`src/rtl/pd_pkg.sv`:
```
// rtl/pd_pkg.sv - shared constants and types for the pd-series fetch front end
//
// Purpose: reset PC and the {pc, insn} entry layout used by the fetch queue.
// Ports: none (package).
package pd_pkg;

  localparam logic [31:0] BASEADDR   = 32'h0100_0000;
  localparam int          AWIDTH_DEF = 32;
  localparam int          DWIDTH_DEF = 32;

  typedef struct packed {
    logic [AWIDTH_DEF-1:0] pc;
    logic [DWIDTH_DEF-1:0] insn;
  } fetch_entry_t;

endpackage

```
`src/rtl/fetch_fifo.sv`:
```
// rtl/fetch_fifo.sv - synchronous FIFO with flush, used for entries and PC tags
//
// Purpose: DEPTH-entry FIFO with registered storage; head_data is read from the
//          storage array, so there is no path from push_data to head_data.
// Ports:
//   clk, reset_n          clock, asynchronous active-low reset
//   push, push_data       write one entry (ignored when full)
//   pop                   drop the head entry (ignored when empty)
//   flush                 empty the FIFO; overrides push and pop
//   head_data             oldest entry
//   full, empty, count    occupancy flags and count (0..DEPTH)
module fetch_fifo
  import pd_pkg::*;
#(
  parameter int WIDTH = 32,
  parameter int DEPTH = 4,
  localparam int AW = $clog2(DEPTH),
  localparam int CW = AW + 1
) (
  input  logic             clk,
  input  logic             reset_n,
  input  logic             push,
  input  logic [WIDTH-1:0] push_data,
  input  logic             pop,
  input  logic             flush,
  output logic [WIDTH-1:0] head_data,
  output logic             full,
  output logic             empty,
  output logic [CW-1:0]    count
);

  logic [WIDTH-1:0] mem [DEPTH];
  logic [AW-1:0]    rd_ptr;
  logic [AW-1:0]    wr_ptr;
  logic             do_push;
  logic             do_pop;

  assign full      = (count == CW'(DEPTH));
  assign empty     = (count == '0);
  assign do_push   = push && !full;
  assign do_pop    = pop && !empty;
  assign head_data = mem[rd_ptr];

  // DEPTH is a power of two, so the pointers wrap by plain overflow.
  always_ff @(posedge clk or negedge reset_n) begin
    if (!reset_n) begin
      rd_ptr <= '0;
      wr_ptr <= '0;
      count  <= '0;
      for (int i = 0; i < DEPTH; i++) begin
        mem[i] <= '0;
      end
    end else if (flush) begin
      rd_ptr <= '0;
      wr_ptr <= '0;
      count  <= '0;
    end else begin
      if (do_push) begin
        mem[wr_ptr] <= push_data;
        wr_ptr      <= wr_ptr + AW'(1);
      end
      if (do_pop) begin
        rd_ptr <= rd_ptr + AW'(1);
      end
      if (do_push && !do_pop) begin
        count <= count + CW'(1);
      end else if (!do_push && do_pop) begin
        count <= count - CW'(1);
      end
    end
  end

endmodule

```
`src/rtl/fetch_queue.sv`:
```
// rtl/fetch_queue.sv - in-order instruction fetch front end with DEPTH-entry queue
//
// Purpose: issues word reads from fetch_pc while credits allow, tags each with
//          its PC, queues returned {pc, insn} for decode, and on redirect
//          flushes the queue and discards responses still in flight.
// Build option: FETCH_QUEUE_STATS_EN adds stall_cycles and drop_count outputs.
// Ports:
//   clk, reset_n                     clock, asynchronous active-low reset
//   mem_req_valid/ready/addr         read request handshake, word address
//   mem_rsp_valid/data               in-order read response, no backpressure
//   out_valid/ready, out_pc/insn     queue head towards decode
//   redirect_valid, redirect_pc      flush and restart fetch at redirect_pc
//   stall_cycles, drop_count         (stats build) saturating event counters
module fetch_queue
  import pd_pkg::*;
#(
  parameter int                DEPTH    = 4,
  parameter int                AWIDTH   = 32,
  parameter int                DWIDTH   = 32,
  parameter logic [AWIDTH-1:0] BASEADDR = AWIDTH'(pd_pkg::BASEADDR)
) (
  input  logic              clk,
  input  logic              reset_n,
  output logic              mem_req_valid,
  input  logic              mem_req_ready,
  output logic [AWIDTH-1:0] mem_req_addr,
  input  logic              mem_rsp_valid,
  input  logic [DWIDTH-1:0] mem_rsp_data,
  output logic              out_valid,
  input  logic              out_ready,
  output logic [AWIDTH-1:0] out_pc,
  output logic [DWIDTH-1:0] out_insn,
  input  logic              redirect_valid,
  input  logic [AWIDTH-1:0] redirect_pc
`ifdef FETCH_QUEUE_STATS_EN
  ,
  output logic [31:0]       stall_cycles,
  output logic [31:0]       drop_count
`endif
);

  localparam int CW = $clog2(DEPTH) + 1;

  logic [AWIDTH-1:0]        fetch_pc;
  logic [AWIDTH-1:0]        tag_head;
  logic [AWIDTH+DWIDTH-1:0] entry_head;
  logic [CW-1:0]            occ;
  logic [CW-1:0]            outst;
  logic [CW-1:0]            drop;
  logic                     entry_empty;
  logic                     entry_full;
  logic                     tag_full;
  logic                     tag_empty;
  logic                     credit;
  logic                     req_fire;
  logic                     rsp_discard;
  logic                     rsp_keep;
  logic                     head_pop;
  logic                     unused_flags;

  // Queued entries plus in-flight requests never exceed DEPTH, so every
  // response is guaranteed a queue slot and needs no backpressure.
  assign credit        = ({1'b0, occ} + {1'b0, outst}) < (CW+1)'(DEPTH);
  assign mem_req_valid = reset_n && !redirect_valid && credit;
  assign mem_req_addr  = fetch_pc;
  assign req_fire      = mem_req_valid && mem_req_ready;

  assign rsp_discard = mem_rsp_valid && (redirect_valid || drop != '0);
  assign rsp_keep    = mem_rsp_valid && !rsp_discard;

  assign out_valid = !entry_empty;
  assign head_pop  = out_valid && out_ready;
  assign out_pc    = entry_head[AWIDTH+DWIDTH-1:DWIDTH];
  assign out_insn  = entry_head[DWIDTH-1:0];

  assign unused_flags = &{1'b0, entry_full, tag_full, tag_empty, redirect_pc[1:0]};

  fetch_fifo #(
    .WIDTH (AWIDTH + DWIDTH),
    .DEPTH (DEPTH)
  ) u_entry_q (
    .clk       (clk),
    .reset_n   (reset_n),
    .push      (rsp_keep),
    .push_data ({tag_head, mem_rsp_data}),
    .pop       (head_pop),
    .flush     (redirect_valid),
    .head_data (entry_head),
    .full      (entry_full),
    .empty     (entry_empty),
    .count     (occ)
  );

  // Tags are popped for every response, kept or dropped, so the tag order
  // stays aligned with the memory's response order. Its occupancy is the
  // number of outstanding requests.
  fetch_fifo #(
    .WIDTH (AWIDTH),
    .DEPTH (DEPTH)
  ) u_tag_q (
    .clk       (clk),
    .reset_n   (reset_n),
    .push      (req_fire),
    .push_data (fetch_pc),
    .pop       (mem_rsp_valid),
    .flush     (1'b0),
    .head_data (tag_head),
    .full      (tag_full),
    .empty     (tag_empty),
    .count     (outst)
  );

  // A response arriving in the redirect cycle is discarded here and is not
  // counted in the new drop value.
  always_ff @(posedge clk or negedge reset_n) begin
    if (!reset_n) begin
      fetch_pc <= BASEADDR;
      drop     <= '0;
    end else if (redirect_valid) begin
      fetch_pc <= {redirect_pc[AWIDTH-1:2], 2'b00};
      drop     <= outst - CW'(mem_rsp_valid);
    end else begin
      if (req_fire) begin
        fetch_pc <= fetch_pc + AWIDTH'(4);
      end
      if (mem_rsp_valid && drop != '0) begin
        drop <= drop - CW'(1);
      end
    end
  end

`ifdef FETCH_QUEUE_STATS_EN
  always_ff @(posedge clk or negedge reset_n) begin
    if (!reset_n) begin
      stall_cycles <= '0;
      drop_count   <= '0;
    end else begin
      if (out_ready && !out_valid && stall_cycles != '1) begin
        stall_cycles <= stall_cycles + 32'd1;
      end
      if (rsp_discard && drop_count != '1) begin
        drop_count <= drop_count + 32'd1;
      end
    end
  end
`else
  // Statistics counters are not built.
`endif

endmodule

```
`config.mk`:
```
export PLATFORM = sky130hd
export DESIGN_NAME = fetch_queue
export DESIGN_NICKNAME = d
export VERILOG_FILES = /design/src/rtl/pd_pkg.sv /design/src/rtl/fetch_fifo.sv /design/src/rtl/fetch_queue.sv
export SDC_FILE = /design/constraint.sdc
export NUM_CORES = 1
export LEC_CHECK = 0
export CAP_MARGIN = 20
export CORE_MARGIN = 2
export CORE_UTILIZATION = 61
export DETAILED_ROUTE_END_ITERATION = 8
export PLACE_DENSITY = 0.81
export SLEW_MARGIN = 10
export SYNTH_ARGS = -nofsm -noshare
export SYNTH_HDL_FRONTEND = slang
export SYNTH_HIERARCHICAL = 1
export SYNTH_SLANG_ARGS = --single-unit
```
`constraint.sdc`:
```
create_clock -name clk -period 7.3 [get_ports clk]
set_input_delay 0.73 -clock clk [delete_from_list [all_inputs] [get_ports clk]]
set_output_delay 0.73 -clock clk [all_outputs]
set_load 0.05 [all_outputs]
```
==> results.toml <==
[outcome]
outcome = "finished clean"

[timing]
finalCriticalPeriod_ns = 4.370
fmax_ghz = 0.2288
finalCritPeriodShare_pct = 59.86
finalSetupViolations = 0
grt_setup_unrepaired = "false"
worst_clock_skew_ns = 0.01090
drv_slew = 0
finalHoldViolCount = 0
worstMarginPinSlew_ns = 1.054
max_slew_margin_pct = 29.72
fin_setup_tns_ns = 0

[pwr]
p_seq_share_pct = 38.8
p_sw_mw = 2.510
powerDensity_nw_per_um2 = 327.7
finalPower_mw = 7.818
p_sw_share_pct = 32.10
p_comb_share_pct = 30.9
p_leak_nw = 11.24
ir_drop_mv = 0.2357
p_clk_share_pct = 30.3
intPower_mw = 5.309

[clock_tree]
clk_pin_slew_ns = 0.06
cts-resized-gates = 0
htree_levels = 2
cts_buffer_depth = 3
cts_hold_buffers = 0
clockRootBuffer = "clkbuf_16"
numCtsBuffers = 44
cts_setup_buffers = 0
cts_sinks = 431
clock_latency_ns = 0.54
cts_tree = "built"

[setup_path]
worstSetupEndpointType = "flop"
slowest_stage = "and3_4"
arrival_ns = 4.78
critical_path_buf_inv_count = 2
required_ns = 7.71
crit_path_cell_trace = "clkdlybuf4s50_1, nor3b_1, nor2b_1, and3_4, buf_4, mux2_4"
startpoint_type = "input pin"
cpPeakStageDelay_ns = 0.96
path_class = "input pin to flop"
critPathTopFamily = "simple AND/OR/NAND/NOR gates"
worst-path-max-fanout = 47

[layout]
drive_gt1_share_pct = 39.93
final_common_cell = "dfrtp_1"
diodes = 0
syn_to_final_growth_pct = 15.91
design_area_um2 = 23860
nets = 1534
final_cell_mix = "dfrtp_1, mux2_2, mux2_4"

[floorplan]
start_util_pct = 61.69
num_rows = 67
fp.dieW_um = 187.7
fp.coreArea_um2 = 33360
die_area_um2 = 35230
fp.dieH_um = 187.7
ios = 168

[run]
max_cap_viol_count = 0

[routing]
num_vias = 11780
vias_per_cell = 6.108
drt_iter0_markers = 736
drc = 0
routed_wl_mm = 41.99
wire_per_inst_um = 21.78
ant_nets = 0
first_pass_iters = 4

[hold_path]
min-delay-path-class = "input pin to asynchronous set/reset pin"

[global_routing]
track_usage_pct = 24.53
antenna_found_initial = 0
grt_max_degree = 83
first_global_vias = 12690
grt_pass1_wl_mm = 69.49
grt.overflow.total = 0

[placed_design]
place_area_um2 = 22260
dpl.hpwl_mm = 24.88
place.gp.congestion = 0.8111
port_buffers = 163

[logic_synthesis]
synthCells = 1295
avgSynthCellArea_um2 = 15.89
ys.warnings.count = 6
synth_area_um2 = 20580
==> cell type report <==
cell class | instances | area, um2
well taps | 448 | 560.5
flip-flops and latches | 431 | 10790
inverters | 25 | 93.84
multi-input cells | 764 | 9056
clock inverters | 11 | 180.2
clock buffers | 68 | 1363
fillers | 2151 | 9507
repair buffers | 181 | 1812
==> metal layers <==
metal	vias to the layer above	track usage (%)	wire [um]
li1	5108	-	-
met1	6273	36.34	19190
met2	332	38.95	20250
met3	64	3.444	1789
met4	0	6.057	767
met5	-	0	0
==> final timing paths <==
check	from	endpoint	slack [ns]	cells past startpoint
min in group clk	u_entry_q/mem[64]$_DFFE_PN0P_	u_entry_q/mem[64]$_DFFE_PN0P_	0.49	1
worst min register to register	u_entry_q/mem[64]$_DFFE_PN0P_	u_entry_q/mem[64]$_DFFE_PN0P_	0.49	1
worst max-delay path	mem_rsp_valid	u_entry_q/mem[113]$_DFFE_PN0P_	2.93	6
worst min-delay path	reset_n	u_entry_q/mem[4]$_DFFE_PN0P_	0.16	1
worst max register to register	drop[0]$_DFFE_PN0P_	u_entry_q/mem[113]$_DFFE_PN0P_	3.19	8
max in group asynchronous	reset_n	u_entry_q/mem[149]$_DFFE_PN0P_	5.21	4
==> power groups by stage <==
| stage | combinational, mW | clock, mW | sequential [mW] |
|---|---|---|---|
| after floorplan | 1.70 | 0 | 3.03 |
| after global placement | 2.36 | 0 | 3.03 |
| after detailed placement | 2.42 | 0 | 3.06 |
| after CTS | 2.43 | 2.41 | 3.03 |
| after global routing | 2.55 | 2.52 | 3.08 |
| final | 2.42 | 2.37 | 3.03 |
==> state kept, by name, summed over array words and instances, names as in the netlist <==
register / flops
u_entry_q/mem: 256
u_tag_q/mem: 128
mem_req_addr: 30
drop: 3
u_entry_q/count: 3
u_tag_q/count: 3
u_entry_q/rd_ptr: 2
u_entry_q/wr_ptr: 2
u_tag_q/rd_ptr: 2
u_tag_q/wr_ptr: 2
==> stage by stage <==
step	utilization (%)	worst slack, ns	hold WS [ns]	cells
after floorplan	-	4.509	0.4344	1305
after global placement	66.72	2.520	0.4639	1847
after detailed placement	66.72	2.418	0.4878	1847
after CTS	71.34	2.929	0.1725	1926
after global routing	71.51	2.694	0.1832	1928
final	71.51	2.930	0.1601	1928
(Power assumes the default switching activity.)
